**config.mk**
```make
export PLATFORM = sky130hd
export DESIGN_NAME = weapon_anchor_ctrl_flat
export DESIGN_NICKNAME = d
export VERILOG_FILES = /design/src/rtl/weapon_anchor_if.sv /design/src/rtl/weapon_anchor_ctrl.sv /design/src/flat_wrapper.sv
export SDC_FILE = /design/constraint.sdc
export NUM_CORES = 1
export LEC_CHECK = 0
export CAP_MARGIN = 10
export CORE_MARGIN = 2
export CORE_UTILIZATION = 30
export CTS_CLUSTER_DIAMETER = 60
export DETAILED_ROUTE_END_ITERATION = 10
export HOLD_SLACK_MARGIN = 0.08
export PLACE_DENSITY = 0.57
export SLEW_MARGIN = 20
export SYNTH_ARGS = -nofsm -noshare
export SYNTH_HDL_FRONTEND = slang
export SYNTH_SLANG_ARGS = --single-unit
```
**constraint.sdc**
```tcl
create_clock -name clk -period 2.69 [get_ports clk]
set_input_delay 0.269 -clock clk [delete_from_list [all_inputs] [get_ports clk]]
set_output_delay 0.269 -clock clk [all_outputs]
set_load 0.05 [all_outputs]
```
**src/rtl/weapon_anchor_if.sv**
```systemverilog
// Signal bundle between character/mouse control (master) and weapon_anchor_ctrl (slave).
// Widths follow the controller's POS_W, N_WPN and ATTACK_TICKS.
interface weapon_anchor_if #(
  parameter int POS_W        = 12,
  parameter int N_WPN        = 3,
  parameter int ATTACK_TICKS = 16
);
  localparam int SEL_W = (N_WPN > 1) ? $clog2(N_WPN) : 1;
  localparam int FRM_W = (ATTACK_TICKS > 1) ? $clog2(ATTACK_TICKS) : 1;

  logic                   frame_tick;
  logic                   mouse_clicked;
  logic [SEL_W-1:0]       weapon_sel;
  logic [POS_W-1:0]       pos_x;
  logic [POS_W-1:0]       pos_y;
  logic [POS_W-1:0]       mouse_x;
  logic                   draw_weapon;
  logic                   flip_hor;
  logic [SEL_W-1:0]       active_sel;
  logic [FRM_W-1:0]       attack_frame;
  logic                   fire_pulse;
  logic [N_WPN*POS_W-1:0] anchor_x;
  logic [N_WPN*POS_W-1:0] anchor_y;

  modport master (
    output frame_tick, mouse_clicked, weapon_sel, pos_x, pos_y, mouse_x,
    input  draw_weapon, flip_hor, active_sel, attack_frame, fire_pulse, anchor_x, anchor_y
  );

  modport slave (
    input  frame_tick, mouse_clicked, weapon_sel, pos_x, pos_y, mouse_x,
    output draw_weapon, flip_hor, active_sel, attack_frame, fire_pulse, anchor_x, anchor_y
  );
endinterface

```
**src/rtl/weapon_anchor_ctrl.sv**
```systemverilog
// Weapon anchor / attack controller: input regs -> attack FSM -> anchor and output regs.
// Define WEAPON_ANCHOR_CLAMP_EN to saturate anchors to [0, X_MAX] / [0, Y_MAX] instead of wrapping.
module weapon_anchor_ctrl #(
  parameter int                     POS_W          = 12,
  parameter int                     N_WPN          = 3,
  parameter int                     OFF_W          = 8,
  parameter logic [N_WPN*OFF_W-1:0] WPN_X_OFF      = {8'd30, 8'd10, 8'd40},
  parameter logic [N_WPN*OFF_W-1:0] WPN_Y_OFF      = {8'hFC, 8'd12, 8'd15},
  parameter logic [N_WPN-1:0]       RANGED_MASK    = 3'b010,
  parameter int                     ATTACK_TICKS   = 16,
  parameter int                     COOLDOWN_TICKS = 8,
  parameter int                     X_MAX          = 1023,
  parameter int                     Y_MAX          = 767
) (
  input  logic           clk,
  input  logic           rst,
  weapon_anchor_if.slave bus
);
  localparam int SEL_W   = (N_WPN > 1) ? $clog2(N_WPN) : 1;
  localparam int FRM_W   = (ATTACK_TICKS > 1) ? $clog2(ATTACK_TICKS) : 1;
  localparam int CNT_MAX = (ATTACK_TICKS > COOLDOWN_TICKS) ? ATTACK_TICKS : COOLDOWN_TICKS;
  localparam int CNT_W   = (CNT_MAX > 1) ? $clog2(CNT_MAX) : 1;
  localparam logic [CNT_W-1:0] ATK_LAST = CNT_W'(ATTACK_TICKS - 1);
  localparam logic [CNT_W-1:0] CD_LAST  = CNT_W'(COOLDOWN_TICKS - 1);

  if (N_WPN < 32'sd1 || ATTACK_TICKS < 32'sd1 || COOLDOWN_TICKS < 32'sd0 || OFF_W >= POS_W ||
      X_MAX < 32'sd0 || Y_MAX < 32'sd0 ||
      X_MAX >= (32'sd1 <<< POS_W) || Y_MAX >= (32'sd1 <<< POS_W)) begin : g_bad_params
    $error("weapon_anchor_ctrl: illegal parameter set");
  end

  typedef enum logic [1:0] {
    ST_IDLE     = 2'd0,
    ST_ATTACK   = 2'd1,
    ST_COOLDOWN = 2'd2
  } state_t;

  function automatic logic [POS_W-1:0] x_off(input int k);
    x_off = {{(POS_W-OFF_W){1'b0}}, WPN_X_OFF[k*OFF_W +: OFF_W]};
  endfunction

  function automatic logic [POS_W-1:0] y_off(input int k);
    logic [OFF_W-1:0] f;
    f     = WPN_Y_OFF[k*OFF_W +: OFF_W];
    y_off = {{(POS_W-OFF_W){f[OFF_W-1]}}, f};
  endfunction

  logic             tick_r, click_r;
  logic [SEL_W-1:0] sel_in_r;
  logic [POS_W-1:0] pos_x_r, pos_y_r, mouse_x_r;
  logic             sel_ok_s;

  assign sel_ok_s = (int'(bus.weapon_sel) < N_WPN);

  // Stage 1: input capture; out-of-range selections fold to channel 0 here
  always_ff @(posedge clk) begin
    if (rst) begin
      tick_r    <= 1'b0;
      click_r   <= 1'b0;
      sel_in_r  <= {SEL_W{1'b0}};
      pos_x_r   <= {POS_W{1'b0}};
      pos_y_r   <= {POS_W{1'b0}};
      mouse_x_r <= {POS_W{1'b0}};
    end else begin
      tick_r    <= bus.frame_tick;
      click_r   <= bus.mouse_clicked;
      sel_in_r  <= sel_ok_s ? bus.weapon_sel : {SEL_W{1'b0}};
      pos_x_r   <= bus.pos_x;
      pos_y_r   <= bus.pos_y;
      mouse_x_r <= bus.mouse_x;
    end
  end

  state_t           state_r, state_s;
  logic [CNT_W-1:0] cnt_r, cnt_s;
  logic             facing_r, facing_s;
  logic [SEL_W-1:0] sel_r, sel_s;
  logic             entry_r, entry_s;
  logic [POS_W-1:0] pos_x_2r, pos_y_2r;

  // Stage 2 next-state: a tick seen on the entry cycle is not counted (state is still IDLE)
  always_comb begin
    state_s  = state_r;
    cnt_s    = cnt_r;
    facing_s = facing_r;
    sel_s    = sel_r;
    entry_s  = 1'b0;
    case (state_r)
      ST_IDLE: begin
        if (click_r) begin
          state_s  = ST_ATTACK;
          cnt_s    = {CNT_W{1'b0}};
          facing_s = (mouse_x_r <= pos_x_r);
          sel_s    = sel_in_r;
          entry_s  = 1'b1;
        end else begin
          state_s = ST_IDLE;
        end
      end
      ST_ATTACK: begin
        if (tick_r && (cnt_r == ATK_LAST)) begin
          cnt_s = {CNT_W{1'b0}};
          if (COOLDOWN_TICKS == 0) begin
            state_s = ST_IDLE;
          end else begin
            state_s = ST_COOLDOWN;
          end
        end else if (tick_r) begin
          cnt_s = cnt_r + CNT_W'(1);
        end else begin
          cnt_s = cnt_r;
        end
      end
      ST_COOLDOWN: begin
        if (tick_r && (cnt_r == CD_LAST)) begin
          cnt_s   = {CNT_W{1'b0}};
          state_s = ST_IDLE;
        end else if (tick_r) begin
          cnt_s = cnt_r + CNT_W'(1);
        end else begin
          cnt_s = cnt_r;
        end
      end
      default: begin
        state_s = ST_IDLE;
        cnt_s   = {CNT_W{1'b0}};
      end
    endcase
  end

  // Stage 2 registers: FSM, latched facing/selection, delayed position
  always_ff @(posedge clk) begin
    if (rst) begin
      state_r  <= ST_IDLE;
      cnt_r    <= {CNT_W{1'b0}};
      facing_r <= 1'b0;
      sel_r    <= {SEL_W{1'b0}};
      entry_r  <= 1'b0;
      pos_x_2r <= {POS_W{1'b0}};
      pos_y_2r <= {POS_W{1'b0}};
    end else begin
      state_r  <= state_s;
      cnt_r    <= cnt_s;
      facing_r <= facing_s;
      sel_r    <= sel_s;
      entry_r  <= entry_s;
      pos_x_2r <= pos_x_r;
      pos_y_2r <= pos_y_r;
    end
  end

  logic [N_WPN*POS_W-1:0] anchor_x_s, anchor_y_s;

`ifdef WEAPON_ANCHOR_CLAMP_EN
  localparam int EXT_W = POS_W + 2;

  function automatic logic [POS_W-1:0] sat(input logic signed [EXT_W-1:0] v, input int lim);
    if (v[EXT_W-1]) begin
      sat = {POS_W{1'b0}};
    end else if (v > $signed(EXT_W'(lim))) begin
      sat = POS_W'(lim);
    end else begin
      sat = v[POS_W-1:0];
    end
  endfunction

  logic signed [EXT_W-1:0] xe_s, ye_s;

  // Stage 3 anchors, widened so under/overflow can be saturated
  always_comb begin
    anchor_x_s = {(N_WPN*POS_W){1'b0}};
    anchor_y_s = {(N_WPN*POS_W){1'b0}};
    xe_s       = {EXT_W{1'b0}};
    ye_s       = {EXT_W{1'b0}};
    for (int k = 0; k < N_WPN; k++) begin
      if (facing_r) begin
        xe_s = $signed({2'b00, pos_x_2r}) - $signed({2'b00, x_off(k)});
      end else begin
        xe_s = $signed({2'b00, pos_x_2r}) + $signed({2'b00, x_off(k)});
      end
      ye_s = $signed({2'b00, pos_y_2r}) + $signed({{2{y_off(k)[POS_W-1]}}, y_off(k)});
      anchor_x_s[k*POS_W +: POS_W] = sat(xe_s, X_MAX);
      anchor_y_s[k*POS_W +: POS_W] = sat(ye_s, Y_MAX);
    end
  end
`else
  // Stage 3 anchors, modulo 2^POS_W
  always_comb begin
    anchor_x_s = {(N_WPN*POS_W){1'b0}};
    anchor_y_s = {(N_WPN*POS_W){1'b0}};
    for (int k = 0; k < N_WPN; k++) begin
      if (facing_r) begin
        anchor_x_s[k*POS_W +: POS_W] = pos_x_2r - x_off(k);
      end else begin
        anchor_x_s[k*POS_W +: POS_W] = pos_x_2r + x_off(k);
      end
      anchor_y_s[k*POS_W +: POS_W] = pos_y_2r + y_off(k);
    end
  end
`endif

  logic                   draw_r, flip_r, fire_r;
  logic [SEL_W-1:0]       active_sel_r;
  logic [FRM_W-1:0]       frame_r;
  logic [N_WPN*POS_W-1:0] anchor_x_r, anchor_y_r;

  // Stage 3 output registers
  always_ff @(posedge clk) begin
    if (rst) begin
      draw_r       <= 1'b0;
      flip_r       <= 1'b0;
      fire_r       <= 1'b0;
      active_sel_r <= {SEL_W{1'b0}};
      frame_r      <= {FRM_W{1'b0}};
      anchor_x_r   <= {(N_WPN*POS_W){1'b0}};
      anchor_y_r   <= {(N_WPN*POS_W){1'b0}};
    end else begin
      draw_r       <= (state_r == ST_ATTACK);
      flip_r       <= facing_r;
      fire_r       <= entry_r & RANGED_MASK[sel_r];
      active_sel_r <= sel_r;
      frame_r      <= (state_r == ST_ATTACK) ? cnt_r[FRM_W-1:0] : {FRM_W{1'b0}};
      anchor_x_r   <= anchor_x_s;
      anchor_y_r   <= anchor_y_s;
    end
  end

  assign bus.draw_weapon  = draw_r;
  assign bus.flip_hor     = flip_r;
  assign bus.fire_pulse   = fire_r;
  assign bus.active_sel   = active_sel_r;
  assign bus.attack_frame = frame_r;
  assign bus.anchor_x     = anchor_x_r;
  assign bus.anchor_y     = anchor_y_r;
endmodule

```
**src/flat_wrapper.sv**
```systemverilog
// flat-port wrapper written by rule: the top's interface ports become plain ports
module weapon_anchor_ctrl_flat 
#(
  parameter int                     POS_W          = 12,
  parameter int                     N_WPN          = 3,
  parameter int                     OFF_W          = 8,
  parameter logic [N_WPN*OFF_W-1:0] WPN_X_OFF      = {8'd30, 8'd10, 8'd40},
  parameter logic [N_WPN*OFF_W-1:0] WPN_Y_OFF      = {8'hFC, 8'd12, 8'd15},
  parameter logic [N_WPN-1:0]       RANGED_MASK    = 3'b010,
  parameter int                     ATTACK_TICKS   = 16,
  parameter int                     COOLDOWN_TICKS = 8,
  parameter int                     X_MAX          = 1023,
  parameter int                     Y_MAX          = 767
)
  (clk, rst, bus_frame_tick, bus_mouse_clicked, bus_weapon_sel, bus_pos_x, bus_pos_y, bus_mouse_x, bus_draw_weapon, bus_flip_hor, bus_active_sel, bus_attack_frame, bus_fire_pulse, bus_anchor_x, bus_anchor_y);
  weapon_anchor_if #(.POS_W(POS_W), .N_WPN(N_WPN), .ATTACK_TICKS(ATTACK_TICKS)) bus_i ();
  input  logic clk;
  input  logic rst;
  input wire logic [$bits(bus_i.frame_tick)-1:0] bus_frame_tick;
  input wire logic [$bits(bus_i.mouse_clicked)-1:0] bus_mouse_clicked;
  input wire logic [$bits(bus_i.weapon_sel)-1:0] bus_weapon_sel;
  input wire logic [$bits(bus_i.pos_x)-1:0] bus_pos_x;
  input wire logic [$bits(bus_i.pos_y)-1:0] bus_pos_y;
  input wire logic [$bits(bus_i.mouse_x)-1:0] bus_mouse_x;
  output wire logic [$bits(bus_i.draw_weapon)-1:0] bus_draw_weapon;
  output wire logic [$bits(bus_i.flip_hor)-1:0] bus_flip_hor;
  output wire logic [$bits(bus_i.active_sel)-1:0] bus_active_sel;
  output wire logic [$bits(bus_i.attack_frame)-1:0] bus_attack_frame;
  output wire logic [$bits(bus_i.fire_pulse)-1:0] bus_fire_pulse;
  output wire logic [$bits(bus_i.anchor_x)-1:0] bus_anchor_x;
  output wire logic [$bits(bus_i.anchor_y)-1:0] bus_anchor_y;
  assign bus_i.frame_tick = bus_frame_tick;
  assign bus_i.mouse_clicked = bus_mouse_clicked;
  assign bus_i.weapon_sel = bus_weapon_sel;
  assign bus_i.pos_x = bus_pos_x;
  assign bus_i.pos_y = bus_pos_y;
  assign bus_i.mouse_x = bus_mouse_x;
  assign bus_draw_weapon = bus_i.draw_weapon;
  assign bus_flip_hor = bus_i.flip_hor;
  assign bus_active_sel = bus_i.active_sel;
  assign bus_attack_frame = bus_i.attack_frame;
  assign bus_fire_pulse = bus_i.fire_pulse;
  assign bus_anchor_x = bus_i.anchor_x;
  assign bus_anchor_y = bus_i.anchor_y;
  weapon_anchor_ctrl #(.POS_W(POS_W), .N_WPN(N_WPN), .OFF_W(OFF_W), .WPN_X_OFF(WPN_X_OFF), .WPN_Y_OFF(WPN_Y_OFF), .RANGED_MASK(RANGED_MASK), .ATTACK_TICKS(ATTACK_TICKS), .COOLDOWN_TICKS(COOLDOWN_TICKS), .X_MAX(X_MAX), .Y_MAX(Y_MAX)) u_core (.clk(clk), .rst(rst), .bus(bus_i));
endmodule
```
==> flow_summary_export.csv <==
group,metric,value,unit
run_status,status,"finished, final reports clean",
worst_setup_path,reg2reg_setup_slack,630,ps
worst_setup_path,crit_type,"flop to flop",
worst_setup_path,critPathRequiredTime,2970,ps
worst_setup_path,crit_family,"compound AO/OA/AOI/OAI gates",
worst_setup_path,worstReg2RegStart,"u_core.pos_x_2r[1]$_SDFF_PP0_",
routing,drtAntennaViolNets,0,
timing,rsz0062_at_grt,"no",
clock_network,cts_resized,0,
synth,yosys.area_share.adder,7.64,%
worst_setup_path,r2r-end,"u_core.bus.anchor_x[33]$_SDFF_PP0_",
worst_setup_path,cp_slowest_cell,"fa_1",
synth,netlist.area_leader.share,52.0,%
timing,finalCritPeriodShare,76.5,%
placed_design,dp.cells,910,
clock_network,cts_setup_buffers,0,
power_and_ir_drop,clkPwrFrac,40.2,%
synth,synthCells,587,
power_and_ir_drop,p_int,3.88,mW
timing,hold_violations,0,
clock_network,numCtsBuffers,17,
routing,drtIter0Drc,198,
placed_design,place_ws,652,ps
die,io_pins,123,
worst_setup_path,r2r_cells,7,
synth,synth_top_family_by_area,"simple AND/OR/NAND/NOR gates",
worst_setup_path,end_kind,"flop",
timing,drv_slew,0,
final_layout,area_growth,33.5,%
power_and_ir_drop,p_per_area,717,nW/um^2
placed_design,gp_congestion,0.865,
synth,synth_ff_type,"dfxtp_1",
synth,synth-simple-area-share,20.6,%
die,initial_core_util,30.5,%
global_route,grt_usage,12.6,%
synth,yosys.area.top_type,"dfxtp_1",
power_and_ir_drop,pwr-share-comb,16.3,%
hold_path,hold_start,"rst",
synth,ys_warn_count,0,
final_layout,drive_gt1_share,7.34,%
synth,ys_seq_elements,148,
placed_design,portBuffers,122,
synth,synthesis.nets,662,
final_layout,diodes,0,
hold_path,worstHoldPathCells,2,
clock_network,htree_levels,4,
global_route,grt_overflow,0,
clock_network,cts-root-buf,"clkbuf_16",
power_and_ir_drop,peakVddDrop,0.417,mV
die,dieArea,20100,sq um
final_layout,multi_input_area,2460,sq um
routing,wire_per_inst,12.8,um
synth,synth_xor_area_share,5.38,%
global_route,antenna_found_initial,0,
clock_network,cts_tree,"done",
routing,drcViolationCount,0,
job,maxCapViolCount,0,
synth,synth_edf_count,0,
worst_setup_path,worstPathArrival,2340,ps
timing,finalWorstSetupSlack,631,ps
die,die_x,142,um
routing,dr.pass1.iters,4,
synth,synth_commonest_cells,"dfxtp_1, nor2_1, nor2b_1",
clock_network,clock_path_buffers,2,
global_route,grt_max_degree,60,
timing,worst_clock_skew,9.23,ps
power_and_ir_drop,p_switching,1.58,mW
timing,worstMarginPinSlew,608,ps
global_route,grt_pass1_wl,20100,um
synth,async_flop_share,0,%
worst_setup_path,cp-start-kind,"flop",
final_layout,n_fill_cell,1787,
worst_setup_path,cp_num_buf_inv,1,
timing,setup_viol,0,
synth,ys_types,51,
worst_setup_path,crit_path_cell_trace,"inv_1, fa_1, nand2b_1, a211oi_1, o21ai_1, xor2_1, nor2_1",
synth,synthTopCellsByArea,"dfxtp_1, ha_1, nor2b_1",
synth,synth.most_common_cell,"dfxtp_1",
synth,syn_area,5700,sq um
final_layout,area.sequential,2960,sq um
synth,post_synth.cell_area_avg,9.71,sq um
hold_path,hold_end,"u_core.bus.active_sel[1]$_SDFF_PP0_",
placed_design,hpwl,8960,um
final_layout,layoutNonFillerInstCount,942,
clock_network,clk_pin_slew,60,ps
die,core,18700,sq um
clock_network,cts.sinks,148,
clock_network,clock_latency,420,ps
die,die_y,142,um
global_route,grt_pass1_vias,4087,
timing,fmax,486,MHz
die,rows,50,
power_and_ir_drop,p_leak,3.00,nW
final_layout,nets,770,
clock_network,postCtsHoldBufs,0,
worst_setup_path,cp_max_fo,5,
timing,setup_tns,0,ps
worst_setup_path,max_stage_delay,460,ps
power_and_ir_drop,switching_share,28.9,%
synth,synth_compound_gate_area_share,8.45,%
final_layout,final_util,40.7,%
hold_path,holdCritPathClass,"input pin to flop",
timing,fin_crit,2060,ps
routing,finalWirelength,12000,um
routing,vias,4175,
power_and_ir_drop,p_seq_share,43.5,%
routing,post_drt_via_cell_ratio,4.43,
synth,synth_mux_area_share,1.05,%
synth,synth-seq-area-share,52.0,%
timing,relSlewSlack,59.5,%
final cells by class:
cell class,count,share of cell area [%]
multi-input cells,378,32.3
repair buffers,125,16.5
clock buffers,18,5.77
well taps,234,3.85
inverters,25,1.23
flip-flops and latches,148,38.9
clock inverters,14,1.48
cell usage in the layout (no fill, tap or decap), drive strengths merged, types with 18 or more instances in the layout:
master,instances
o21ai,23
a21oi,30
inv,33
nor2b,59
ha,30
nand2,29
clkbuf,18
nor2,78
dfxtp,148
clkdlybuf4s50,121
xnor2,19
flip-flops by register name, summed over array words and instances, names as in the netlist, 2 cells and up:
| signal | count |
|---|---|
| u_core.sel_in_r | 2 |
| u_core.bus.anchor_y | 32 |
| u_core.bus.active_sel | 2 |
| u_core.pos_y_2r | 12 |
| u_core.mouse_x_r | 12 |
| u_core.cnt_r | 4 |
| u_core.pos_x_2r | 12 |
| u_core.state_r | 2 |
| u_core.bus.attack_frame | 4 |
| u_core.pos_y_r | 12 |
| u_core.pos_x_r | 12 |
| u_core.bus.anchor_x | 33 |
| u_core.sel_r | 2 |
layer usage:
layer / vias up / track usage, % / share of wire (%)
met3: 15 / 3.27 / 4.6
met2: 117 / 19.4 / 44
met5: - / 0 / 0
met1: 1910 / 16.5 / 49
li1: 2133 / - / -
met4: 0 / 6.05 / 1.9
power by group through the flow:
stage / logic (mW) / registers (mW) / clock network [mW]
after floorplan: 0.343 / 2.68 / 0
after global placement: 0.888 / 2.42 / 0
after detailed placement: 0.895 / 2.42 / 0
after CTS: 0.898 / 2.37 / 2.27
after global routing: 0.961 / 2.39 / 2.36
final: 0.890 / 2.37 / 2.20
worst register-to-register path, delay by kind of cell (launching register included):
| kind | cells | cell delay, ps |
|---|---|---|
| compound gates | 2 | 530 |
| fa+ha+maj | 1 | 460 |
| flops | 1 | 430 |
| simple gates | 2 | 220 |
| buf+inv | 1 | 140 |
| xor+xnor | 1 | 140 |
stage by stage:
stage | hold slack [ps] | total power, mW | instance area (sq um)
after CTS | 321 | 5.55 | 7610
after floorplan | 345 | 3.02 | 5700
after global placement | 418 | 3.31 | 7060
after global routing | 362 | 5.71 | 7610
final | 325 | 5.46 | 7610
after detailed placement | 424 | 3.32 | 7060
kinds of logic after synthesis:
group	count (synthesis)
multiplexers	6
AND/OR/NAND/NOR	225
AO/OA/AOI/OAI	79
XOR/XNOR	35
flip-flops	148
buffers and inverters	61
adder cells (fa/ha/maj)	33
worst max path at each step:
stage | startpoint | endpoint | cells after the start
floorplan | u_core.facing_r$_SDFFE_PP0P_ | u_core.bus.anchor_x[11]$_SDFF_PP0_ | 7
global placement | u_core.facing_r$_SDFFE_PP0P_ | u_core.bus.anchor_x[18]$_SDFF_PP0_ | 7
detailed placement | u_core.pos_x_2r[1]$_SDFF_PP0_ | u_core.bus.anchor_x[33]$_SDFF_PP0_ | 7
CTS | u_core.pos_x_2r[1]$_SDFF_PP0_ | u_core.bus.anchor_x[33]$_SDFF_PP0_ | 7
global route | u_core.pos_x_2r[1]$_SDFF_PP0_ | u_core.bus.anchor_x[33]$_SDFF_PP0_ | 7
finish | u_core.pos_x_2r[1]$_SDFF_PP0_ | u_core.bus.anchor_x[33]$_SDFF_PP0_ | 7
(Power assumes the default switching activity.)
